==> src/rtl/drive_supervisor_pkg.sv <==
// ---------------------------------------------------------------------------
// drive_supervisor_pkg
//   Shared state encodings and widths for the drive supervisor.
//   drv_state_t : IDLE=0 DRIVE=1 PARKED=2 EMPTY=3 (value driven on drive_state_o)
//   th_state_t  : OK=0 HOT=1 COOL=2               (value driven on therm_state_o)
// ---------------------------------------------------------------------------
package drive_supervisor_pkg;

    localparam int DRV_STATE_W = 2;
    localparam int TH_STATE_W  = 2;

    typedef enum logic [DRV_STATE_W-1:0] {
        DRV_IDLE   = 2'd0,
        DRV_DRIVE  = 2'd1,
        DRV_PARKED = 2'd2,
        DRV_EMPTY  = 2'd3
    } drv_state_t;

    typedef enum logic [TH_STATE_W-1:0] {
        TH_OK   = 2'd0,
        TH_HOT  = 2'd1,
        TH_COOL = 2'd2
    } th_state_t;

endpackage

==> src/rtl/sup_debounce.sv <==
// ---------------------------------------------------------------------------
// sup_debounce
//   Consecutive-cycle qualifier. fire_o is high on the edge where cond_i has
//   been sampled true for DEBOUNCE consecutive cycles (DEBOUNCE=1 gives a
//   plain registered decision on the first true sample).
//   Ports:
//     clk     in  clock, rising edge
//     rst_n   in  asynchronous active-low reset
//     cond_i  in  condition being qualified
//     clr_i   in  owning FSM is not in the state that uses this qualifier
//     fire_o  out condition has held long enough (combinational on r_cnt)
// ---------------------------------------------------------------------------
module sup_debounce #(
    parameter int DEBOUNCE = 4
) (
    input  logic clk,
    input  logic rst_n,
    input  logic cond_i,
    input  logic clr_i,
    output logic fire_o
);

    // The counter only needs to reach DEBOUNCE-1; the final qualifying
    // sample is the one that fires.
    localparam int              CNT_W = (DEBOUNCE > 1) ? $clog2(DEBOUNCE) : 1;
    localparam logic [CNT_W-1:0] LAST = CNT_W'(DEBOUNCE - 1);

    logic [CNT_W-1:0] r_cnt;

    always_ff @(posedge clk or negedge rst_n) begin
        if (!rst_n) begin
            r_cnt <= '0;
        end else if (clr_i || !cond_i) begin
            r_cnt <= '0;
        end else if (r_cnt != LAST) begin
            r_cnt <= r_cnt + CNT_W'(1);
        end
    end

    assign fire_o = cond_i & ~clr_i & (r_cnt == LAST);

endmodule

==> src/rtl/drive_supervisor.sv <==
// ---------------------------------------------------------------------------
// drive_supervisor
//   Supervises N_TEMP temperature channels (debounced overheat shutdown with
//   hysteresis and cooldown) and the vehicle drive state (start, arrival,
//   fuel-empty stop, refuel resume). The two FSMs are fully independent.
//   Optional feature macro: OVERHEAT_CNT_EN (saturating OK->HOT counter).
//   Ports:
//     clk                 in  clock, rising edge
//     rst_n               in  asynchronous active-low reset
//     temp_i              in  N_TEMP*TEMP_W, channel k at [k*TEMP_W +: TEMP_W]
//     arrived_i           in  destination reached
//     fuel_level_i        in  FUEL_W fuel level
//     start_i             in  drive request (level)
//     shut_off_computer_o out thermal state is not OK
//     keep_driving_o      out drive state is DRIVE
//     drive_state_o       out 2-bit drive state
//     therm_state_o       out 2-bit thermal state
//     overheat_cnt_o      out saturating overheat count (0 when feature off)
// ---------------------------------------------------------------------------
module drive_supervisor
    import drive_supervisor_pkg::*;
#(
    parameter int N_TEMP      = 4,
    parameter int TEMP_W      = 8,
    parameter int FUEL_W      = 8,
    parameter int TEMP_HI     = 90,
    parameter int TEMP_LO     = 70,
    parameter int FUEL_MIN    = 5,
    parameter int FUEL_RESUME = 20,
    parameter int DEBOUNCE    = 4,
    parameter int COOLDOWN    = 16
) (
    input  logic                     clk,
    input  logic                     rst_n,
    input  logic [N_TEMP*TEMP_W-1:0] temp_i,
    input  logic                     arrived_i,
    input  logic [FUEL_W-1:0]        fuel_level_i,
    input  logic                     start_i,
    output logic                     shut_off_computer_o,
    output logic                     keep_driving_o,
    output logic [DRV_STATE_W-1:0]   drive_state_o,
    output logic [TH_STATE_W-1:0]    therm_state_o,
    output logic [7:0]               overheat_cnt_o
);

    localparam int               CD_W    = (COOLDOWN > 1) ? $clog2(COOLDOWN) : 1;
    localparam logic [CD_W-1:0]  CD_LAST = CD_W'(COOLDOWN - 1);

    // ---------------- temperature classification ----------------
    logic [N_TEMP-1:0] w_ch_hot;
    logic [N_TEMP-1:0] w_ch_cool;
    logic [N_TEMP:0]   w_any_chain;
    logic [N_TEMP:0]   w_all_chain;
    logic              w_any_hot;
    logic              w_all_cool;

    assign w_any_chain[0] = 1'b0;
    assign w_all_chain[0] = 1'b1;

    genvar k;
    generate
        for (k = 0; k < N_TEMP; k++) begin : g_chan
            assign w_ch_hot[k]      = temp_i[k*TEMP_W +: TEMP_W] >= TEMP_W'(TEMP_HI);
            assign w_ch_cool[k]     = temp_i[k*TEMP_W +: TEMP_W] <= TEMP_W'(TEMP_LO);
            assign w_any_chain[k+1] = w_any_chain[k] | w_ch_hot[k];
            assign w_all_chain[k+1] = w_all_chain[k] & w_ch_cool[k];
        end
    endgenerate

    assign w_any_hot  = w_any_chain[N_TEMP];
    assign w_all_cool = w_all_chain[N_TEMP];

    // ---------------- drive conditions ----------------
    logic w_go;
    logic w_fuel_low;
    logic w_fuel_ok;

    assign w_go       = start_i & ~arrived_i & (fuel_level_i > FUEL_W'(FUEL_MIN));
    assign w_fuel_low = fuel_level_i <= FUEL_W'(FUEL_MIN);
    assign w_fuel_ok  = fuel_level_i >= FUEL_W'(FUEL_RESUME);

    // ---------------- state registers ----------------
    th_state_t       r_therm;
    drv_state_t      r_drive;
    logic [CD_W-1:0] r_cool_cnt;
    logic            r_shut;
    logic            r_keep;

    // ---------------- debouncers ----------------
    logic w_hot_fire;
    logic w_arr_fire;
    logic w_emp_fire;

    sup_debounce #(.DEBOUNCE(DEBOUNCE)) u_db_hot (
        .clk    (clk),
        .rst_n  (rst_n),
        .cond_i (w_any_hot),
        .clr_i  (r_therm != TH_OK),
        .fire_o (w_hot_fire)
    );

    sup_debounce #(.DEBOUNCE(DEBOUNCE)) u_db_arr (
        .clk    (clk),
        .rst_n  (rst_n),
        .cond_i (arrived_i),
        .clr_i  (r_drive != DRV_DRIVE),
        .fire_o (w_arr_fire)
    );

    sup_debounce #(.DEBOUNCE(DEBOUNCE)) u_db_emp (
        .clk    (clk),
        .rst_n  (rst_n),
        .cond_i (w_fuel_low),
        .clr_i  (r_drive != DRV_DRIVE),
        .fire_o (w_emp_fire)
    );

    // ---------------- thermal FSM ----------------
    // Readings between TEMP_LO and TEMP_HI change nothing in HOT or COOL,
    // and freeze the cooldown count in COOL.
    always_ff @(posedge clk or negedge rst_n) begin
        if (!rst_n) begin
            r_therm    <= TH_OK;
            r_cool_cnt <= '0;
            r_shut     <= 1'b0;
        end else begin
            case (r_therm)
                TH_OK: begin
                    if (w_hot_fire) begin
                        r_therm <= TH_HOT;
                        r_shut  <= 1'b1;
                    end
                end
                TH_HOT: begin
                    if (w_all_cool) begin
                        r_therm    <= TH_COOL;
                        r_cool_cnt <= '0;
                    end
                end
                TH_COOL: begin
                    if (w_any_hot) begin
                        r_therm <= TH_HOT;
                    end else if (w_all_cool) begin
                        if (r_cool_cnt == CD_LAST) begin
                            r_therm <= TH_OK;
                            r_shut  <= 1'b0;
                        end else begin
                            r_cool_cnt <= r_cool_cnt + CD_W'(1);
                        end
                    end
                end
                default: begin
                    r_therm <= TH_OK;
                    r_shut  <= 1'b0;
                end
            endcase
        end
    end

    // ---------------- drive FSM ----------------
    // Arrival is tested first so it wins when both debouncers fire together.
    always_ff @(posedge clk or negedge rst_n) begin
        if (!rst_n) begin
            r_drive <= DRV_IDLE;
            r_keep  <= 1'b0;
        end else begin
            case (r_drive)
                DRV_IDLE: begin
                    if (w_go) begin
                        r_drive <= DRV_DRIVE;
                        r_keep  <= 1'b1;
                    end
                end
                DRV_DRIVE: begin
                    if (w_arr_fire) begin
                        r_drive <= DRV_PARKED;
                        r_keep  <= 1'b0;
                    end else if (w_emp_fire) begin
                        r_drive <= DRV_EMPTY;
                        r_keep  <= 1'b0;
                    end
                end
                DRV_PARKED: begin
                    if (w_go) begin
                        r_drive <= DRV_DRIVE;
                        r_keep  <= 1'b1;
                    end else if (!start_i && !arrived_i) begin
                        r_drive <= DRV_IDLE;
                    end
                end
                DRV_EMPTY: begin
                    if (w_fuel_ok) begin
                        r_drive <= DRV_IDLE;
                    end
                end
                default: begin
                    r_drive <= DRV_IDLE;
                    r_keep  <= 1'b0;
                end
            endcase
        end
    end

    // ---------------- overheat event counter ----------------
`ifdef OVERHEAT_CNT_EN
    logic [7:0] r_ovh_cnt;

    always_ff @(posedge clk or negedge rst_n) begin
        if (!rst_n) begin
            r_ovh_cnt <= 8'd0;
        end else if (w_hot_fire && (r_therm == TH_OK) && (r_ovh_cnt != 8'hFF)) begin
            r_ovh_cnt <= r_ovh_cnt + 8'd1;
        end
    end

    assign overheat_cnt_o = r_ovh_cnt;
`else
    assign overheat_cnt_o = 8'd0;
`endif

    assign shut_off_computer_o = r_shut;
    assign keep_driving_o      = r_keep;
    assign drive_state_o       = r_drive;
    assign therm_state_o       = r_therm;

endmodule

==> config.mk <==
export PLATFORM = sky130hd
export DESIGN_NAME = drive_supervisor
export DESIGN_NICKNAME = d
export VERILOG_FILES = /design/src/rtl/drive_supervisor_pkg.sv /design/src/rtl/sup_debounce.sv /design/src/rtl/drive_supervisor.sv
export SDC_FILE = /design/constraint.sdc
export NUM_CORES = 1
export LEC_CHECK = 0
export ABC_AREA = 0
export BUFFER_PORTS_ARGS = -buffer_cell sky130_fd_sc_hd__buf_4
export CAP_MARGIN = 20
export CORE_ASPECT_RATIO = 1.5
export CORE_MARGIN = 4
export CORE_UTILIZATION = 48
export CTS_CLUSTER_DIAMETER = 30
export DETAILED_ROUTE_END_ITERATION = 8
export GPL_TIMING_DRIVEN = 0
export MAX_ROUTING_LAYER = met4
export PLACE_DENSITY = 0.85
export REMOVE_ABC_BUFFERS = 1
export SYNTH_ARGS = -nofsm -noshare
export SYNTH_HDL_FRONTEND = slang
export SYNTH_SLANG_ARGS = --single-unit
==> constraint.sdc <==
create_clock -name clk -period 4.1 [get_ports clk]
set_input_delay 0.41 -clock clk [delete_from_list [all_inputs] [get_ports clk]]
set_output_delay 0.41 -clock clk [all_outputs]
set_load 0.05 [all_outputs]
==> impl_metrics.ini, run 1 <==
[layout]
seq_area_sq_um = 400
layout.nets = 216
stdcell_area_sq_um = 1470
multi_input_area_sq_um = 636
syn_to_final_growth_pct = 35.2
layout-drive-gt1-share = 0.319
nFillCells = 167
antenna_cells = 0
utilization = 0.700
final_cells = 188

[pwr]
leakagePower_uw = 0.000732
seq_power_share = 0.404
pwr_density_cell_nw_per_um2 = 377
netSwitchingPower_uw = 230
comb_power_share = 0.458
vdd_drop_max_mv = 0.201
clkPwrFrac = 0.138
swShare = 0.415
intPower_uw = 324

[clock_network]
cts_sinks = 16
cts_tree = yes
cts_resized = 0
h-tree-depth = 1
clk_latency_ns = 0.27
ctsHoldBuffers = 1
clk_pin_slew_ns = 0.08
cts_setup_buffers = 0
cts_root_buf = clkbuf_4
clock_path_buffers = 2
cts_made_buffers = 3

[global_routing]
grt_pass1_wl_mm = 4.33
grt_overflow_total = 0
grt_start_max_net_pins = 17
antenna_found_initial = 0
grt.total_usage = 0.193
grt_pass1_vias = 1140

[hold_path]
min_path_type = in2reg

[critical_path]
end_kind = register
path_cells = buf_4 > and3_1 > o41ai_1 > nand4_1 > or4_1 > a21oi_1
rr_worst_depth = 4
required_ns = 4.30
startpoint_type = input port
r2r-start = therm_state_o[1]
crit_path_end = r_cool_cnt[3]
crit_fanout = 13
crit_arrival_ns = 2.23
worst_path_max_delay_cell = or4_1
slowest_delay_ns = 0.62
regToRegSetupSlack_ns = 2.45
timing.rr.end = r_cool_cnt[3]
cp-startpoint = temp_i[25]
worstSetupPathType = in2reg

[flow_run]
max_cap_viol_count = 0

[routing]
postRouteAntennaNets = 0
drtIter0Drc = 14
dr.pass1.iters = 3
wl_per_cell_microns = 13.7
viasPerCell = 5.69
drc_errors = 0
totalWireLength_mm = 2.57
via_count = 1070

[placed_design]
dp_hpwl_mm = 2.23
io_buffer_count = 48
dpl_cell_area_sq_um = 1440
gp_congestion = 0.760
place_ws_ns = 1.75
post-place-cells = 184

[timing]
fin_ws_ns = 2.07
rsz0062_at_grt = false
setup-tns-final_ns = 0
slew_violations = 0
skew_ns = 0.00229
hold_viol = 0
final-setup-viol-count = 0
finalCritPeriodShare = 0.495
finalCriticalPeriod_ns = 2.03
max_clock_freq_mhz = 493

[yosys]
syn_inst = 116
synth-async-reset-ratio = 1.00
synth-seq-cells = 16
syn-cell-area_sq_um = 1090
synth.avg_cell_area_sq_um = 9.38
synth-edff-count = 0
yosysWarnings = 0
synthFlopType = dfrtp_1
ys_types = 37
synth-seq-area-share = 0.368

[floorplanning]
ioPinCount = 58
dieArea_sq_um = 3110
initial_core_util = 0.518
die_h_microns = 66.3
core_sq_um = 2100
rows = 20
die_w_microns = 46.9

[run_status]
run_status = completed
[cell families (layout without fill, tap and decap cells)]
family                   count (synthesis)  in the layout  share of synthesized area
XOR/XNOR                                 3              3                     0.0241
adder cells (fa/ha/maj)                  4              4                     0.0460
buffers and inverters                   13             56                     0.0724
flip-flops                              16             16                      0.368
other                                    1              8                    0.00344
AND/OR/NAND/NOR                         43             43                      0.229
AO/OA/AOI/OAI                           33             33                      0.230
multiplexers                             3              3                     0.0276
[through the flow]
stage          hold WS, ns  total power, uW
3_3_place_gp         0.276              469
2_1_floorplan        0.114              388
4_1_cts              0.453              560
3_5_place_dp         0.278              481
6_report             0.457              554
5_1_grt              0.490              594
[sequential cells by signal (all words and copies together) (netlist names)]
register             flops
r_cool_cnt               4
drive_state_o            2
therm_state_o            2
u_db_arr.r_cnt           2
u_db_emp.r_cnt           2
u_db_hot.r_cnt           2
keep_driving_o           1
shut_off_computer_o      1
[routing by layer]
metal | part of all wire | track usage
met1 | 0.36 | 0.194
met5 | 0 | -
met3 | 0.095 | 0.0327
met2 | 0.52 | 0.347
met4 | 0.016 | 0.0796
[final cells by class]
cell class	instances	share of cell area
Timing Repair Buffer	49	0.252
Tap cell	22	0.0187
Multi-Input combinational cell	94	0.432
Inverter	4	0.0102
Clock buffer	3	0.0153
Sequential cell	16	0.272
[power groups by stage]
stage                     registers, uW  clock network (uW)  logic, uW
after floorplan                     274                   0        114
after global placement              223                   0        245
after detailed placement            226                   0        256
after CTS                           223                79.7        257
after global routing                231                85.5        277
final                               224                76.5        254
[worst max-delay path, delay by kind of cell]
kind            cells  cell delay, ns
compound gates      2            0.48
simple gates        3            1.22
buf+inv             1            0.11
[synthesized netlist by cell type (4+ instances only)]
cell      number  area [sq um]
buf_4          8          60.1
o211a_1        4          40.0
ha_1           4          50.1
nand2b_1       6          37.5
inv_1          4          15.0
dfrtp_1       16           400
o41ai_1        4          35.0
nor2_1        11          41.3
o21ai_0        9          45.0
and3_1         4          25.0
[worst min path at each step]
stage,startpoint,end,slack (ns),cells past startpoint
after CTS,arrived_i,keep_driving_o,0.45,4
final,arrived_i,keep_driving_o,0.46,4
after global routing,arrived_i,keep_driving_o,0.49,4
after global placement,rst_n,u_db_emp.r_cnt[0],0.28,1
after detailed placement,rst_n,u_db_emp.r_cnt[0],0.28,1
after floorplan,rst_n,drive_state_o[0],0.11,0
[cell usage in the layout, fill, tap and decap left out, types with 2 or more instances in the layout]
cell	instances
a21oi_1	3
and3_1	4
buf_4	48
clkbuf_4	3
conb_1	8
dfrtp_1	16
ha_1	4
inv_1	4
mux2i_1	3
nand2_1	2
nand2b_1	6
nand3_1	2
nand3b_1	2
nand4_1	3
nor2_1	11
nor2b_1	3
nor3_1	2
o211a_1	4
o21ai_0	9
o22ai_1	3
o31ai_1	3
o41ai_1	4
or4_1	2
xor2_1	3
Power figures use the tool's default switching activity.
==> run 2: changes to the inputs <==
Settings changed: CORE_UTILIZATION 48 to 44, PLACE_DENSITY 0.85 to 0.79.
Clock period 4.1 ns to 2.07 ns, I/O delays scaled along.
==> run 2 against run 1 <==
Global-route usage fell by 2.7 points. Sequential cell count unchanged. Final area grew 1.0%. Clock-buffer cell count is 1 higher. Non-clock buffer count stayed put. Clock power rose to 2.7 times the previous value. Final cell count is 1.1% higher. Worst setup slack got worse by 1.8 ns. Sequential share of layout area down 0.27 points. Critical path type unchanged. Largest power group unchanged. Highest routed layer unchanged.
==> impl_metrics.ini, run 2 (same netlist as run 1, synthesis figures left out) <==
[placed_design]
io_buffer_count = 48
dp_hpwl_mm = 2.22
gp_congestion = 0.763
dpl_cell_area_sq_um = 1440
post-place-cells = 185

[timing]
hold_viol = 0
skew_ns = 0.00630
setup-tns-final_ns = 0
rsz0062_at_grt = false
finalCriticalPeriod_ns = 1.80
final-setup-viol-count = 0
finalCritPeriodShare = 0.869
slew_violations = 0
slew_headroom = 0.664
worstMarginPinSlew_ns = 0.503
max_clock_freq_mhz = 556

[critical_path]
path_cells = buf_4 > and3_1 > o41ai_1 > nand4_1 > or4_1 > a21oi_1
startpoint_type = input port
end_kind = register
slowest_delay_ns = 0.63
worstSetupPathType = in2reg
crit_arrival_ns = 2.03
crit_fanout = 13
required_ns = 2.30
worst_path_max_delay_cell = or4_1

[clock_network]
clk_pin_slew_ns = 0.09
cts_resized = 0
h-tree-depth = 1
clk_latency_ns = 0.29
cts_tree = yes
cts_root_buf = clkbuf_4
cts_made_buffers = 3
clock_path_buffers = 2
cts_sinks = 16

[layout]
layout.nets = 216
utilization = 0.650
layout-drive-gt1-share = 0.323
syn_to_final_growth_pct = 36.6
stdcell_area_sq_um = 1490
layout_common_cells = buf_4, dfrtp_1, nor2_1
largest-register = r_cool_cnt
antenna_cells = 0
final_cells = 190
layout_commonest_cell = buf_4
largest_reg_flops = 4

[routing]
drc_errors = 0
drtIter0Drc = 21
dr.pass1.iters = 4
via_count = 1076
wl_per_cell_microns = 13.4
totalWireLength_mm = 2.55
viasPerCell = 5.66
postRouteAntennaNets = 0

[pwr]
pwr_density_cell_nw_per_um2 = 773
power_uw = 1150
leakagePower_uw = 0.000739
vdd_drop_max_mv = 0.421

[floorplanning]
initial_core_util = 0.476
core_sq_um = 2290
die_w_microns = 48.6
rows = 21
dieArea_sq_um = 3350
die_h_microns = 68.9
ioPinCount = 58

[global_routing]
grt.total_usage = 0.166
grt_start_max_net_pins = 17
grt_pass1_vias = 1131
grt_pass1_wl_mm = 4.31
antenna_found_initial = 0
grt_overflow_total = 0

[hold_path]
min_path_type = in2reg

[run_status]
run_status = completed

[flow_run]
max_cap_viol_count = 0
[run 2: changes by cell type in the layout (fill, tap and decap cells not counted), sizes merged]
cell,previous run,this run
clkbuf,3,4
[run 2: area by class of cell]
class	count	area, sq um
Tap cell	23	28.8
Multi-Input combinational cell	94	636
Inverter	4	15.0
Sequential cell	16	400
Timing Repair Buffer	49	370
Fill cell	185	800
Clock buffer	4	36.3
[run 2: timing repair]
action / in CTS / in global routing
buffers inserted: 0 / 0
hold buffers: 1 / 0
endpoints found under the hold margin: 16 / 0
[run 2: worst paths after layout]
path / endpoint / from / depth (start not counted) / slack, ns
worst max-delay path: r_cool_cnt[3] / temp_i[25] / 6 / 0.27
worst max register to register: r_cool_cnt[3] / r_cool_cnt[0] / 5 / 0.40
worst min-delay path: keep_driving_o / arrived_i / 4 / 0.25
worst min register to register: u_db_arr.r_cnt[1] / u_db_arr.r_cnt[1] / 2 / 0.55
min in group asynchronous: u_db_emp.r_cnt[0] / rst_n / 2 / 0.29
max in group asynchronous: u_db_arr.r_cnt[1] / rst_n / 2 / 1.60
[run 2: critical path: cells and delay by family]
family,cells,cell delay [ns]
AND/OR/NAND/NOR,3,1.25
AO/OA/AOI/OAI,2,0.45
buffers and inverters,1,0.11
[run 2: per-stage QoR]
stage                     setup slack [ns]  hold WS, ns
after detailed placement           -0.0562       0.0740
after floorplan                      0.314      -0.0886
after CTS                            0.260        0.233
after global placement             -0.0245       0.0719
after global routing                 0.105        0.253
final                                0.270        0.247
[run 2: where the power goes]
part           leakage (uW)  switching (uW)  total (uW)  internal [uW]
Sequential         0.000208            65.4         442            376
Clock             0.0000210            99.9         207            107
Combinational      0.000510             301         500            199
[run 2: layer usage]
layer / GRT usage / part of all wire / vias up / wire, microns
met1: 0.153 / 0.37 / 489 / 939
met3: 0.0409 / 0.097 / 5 / 247
met5: - / 0 / - / 0
met2: 0.317 / 0.51 / 57 / 1310
li1: - / - / 525 / -
met4: 0.0808 / 0.019 / 0 / 48
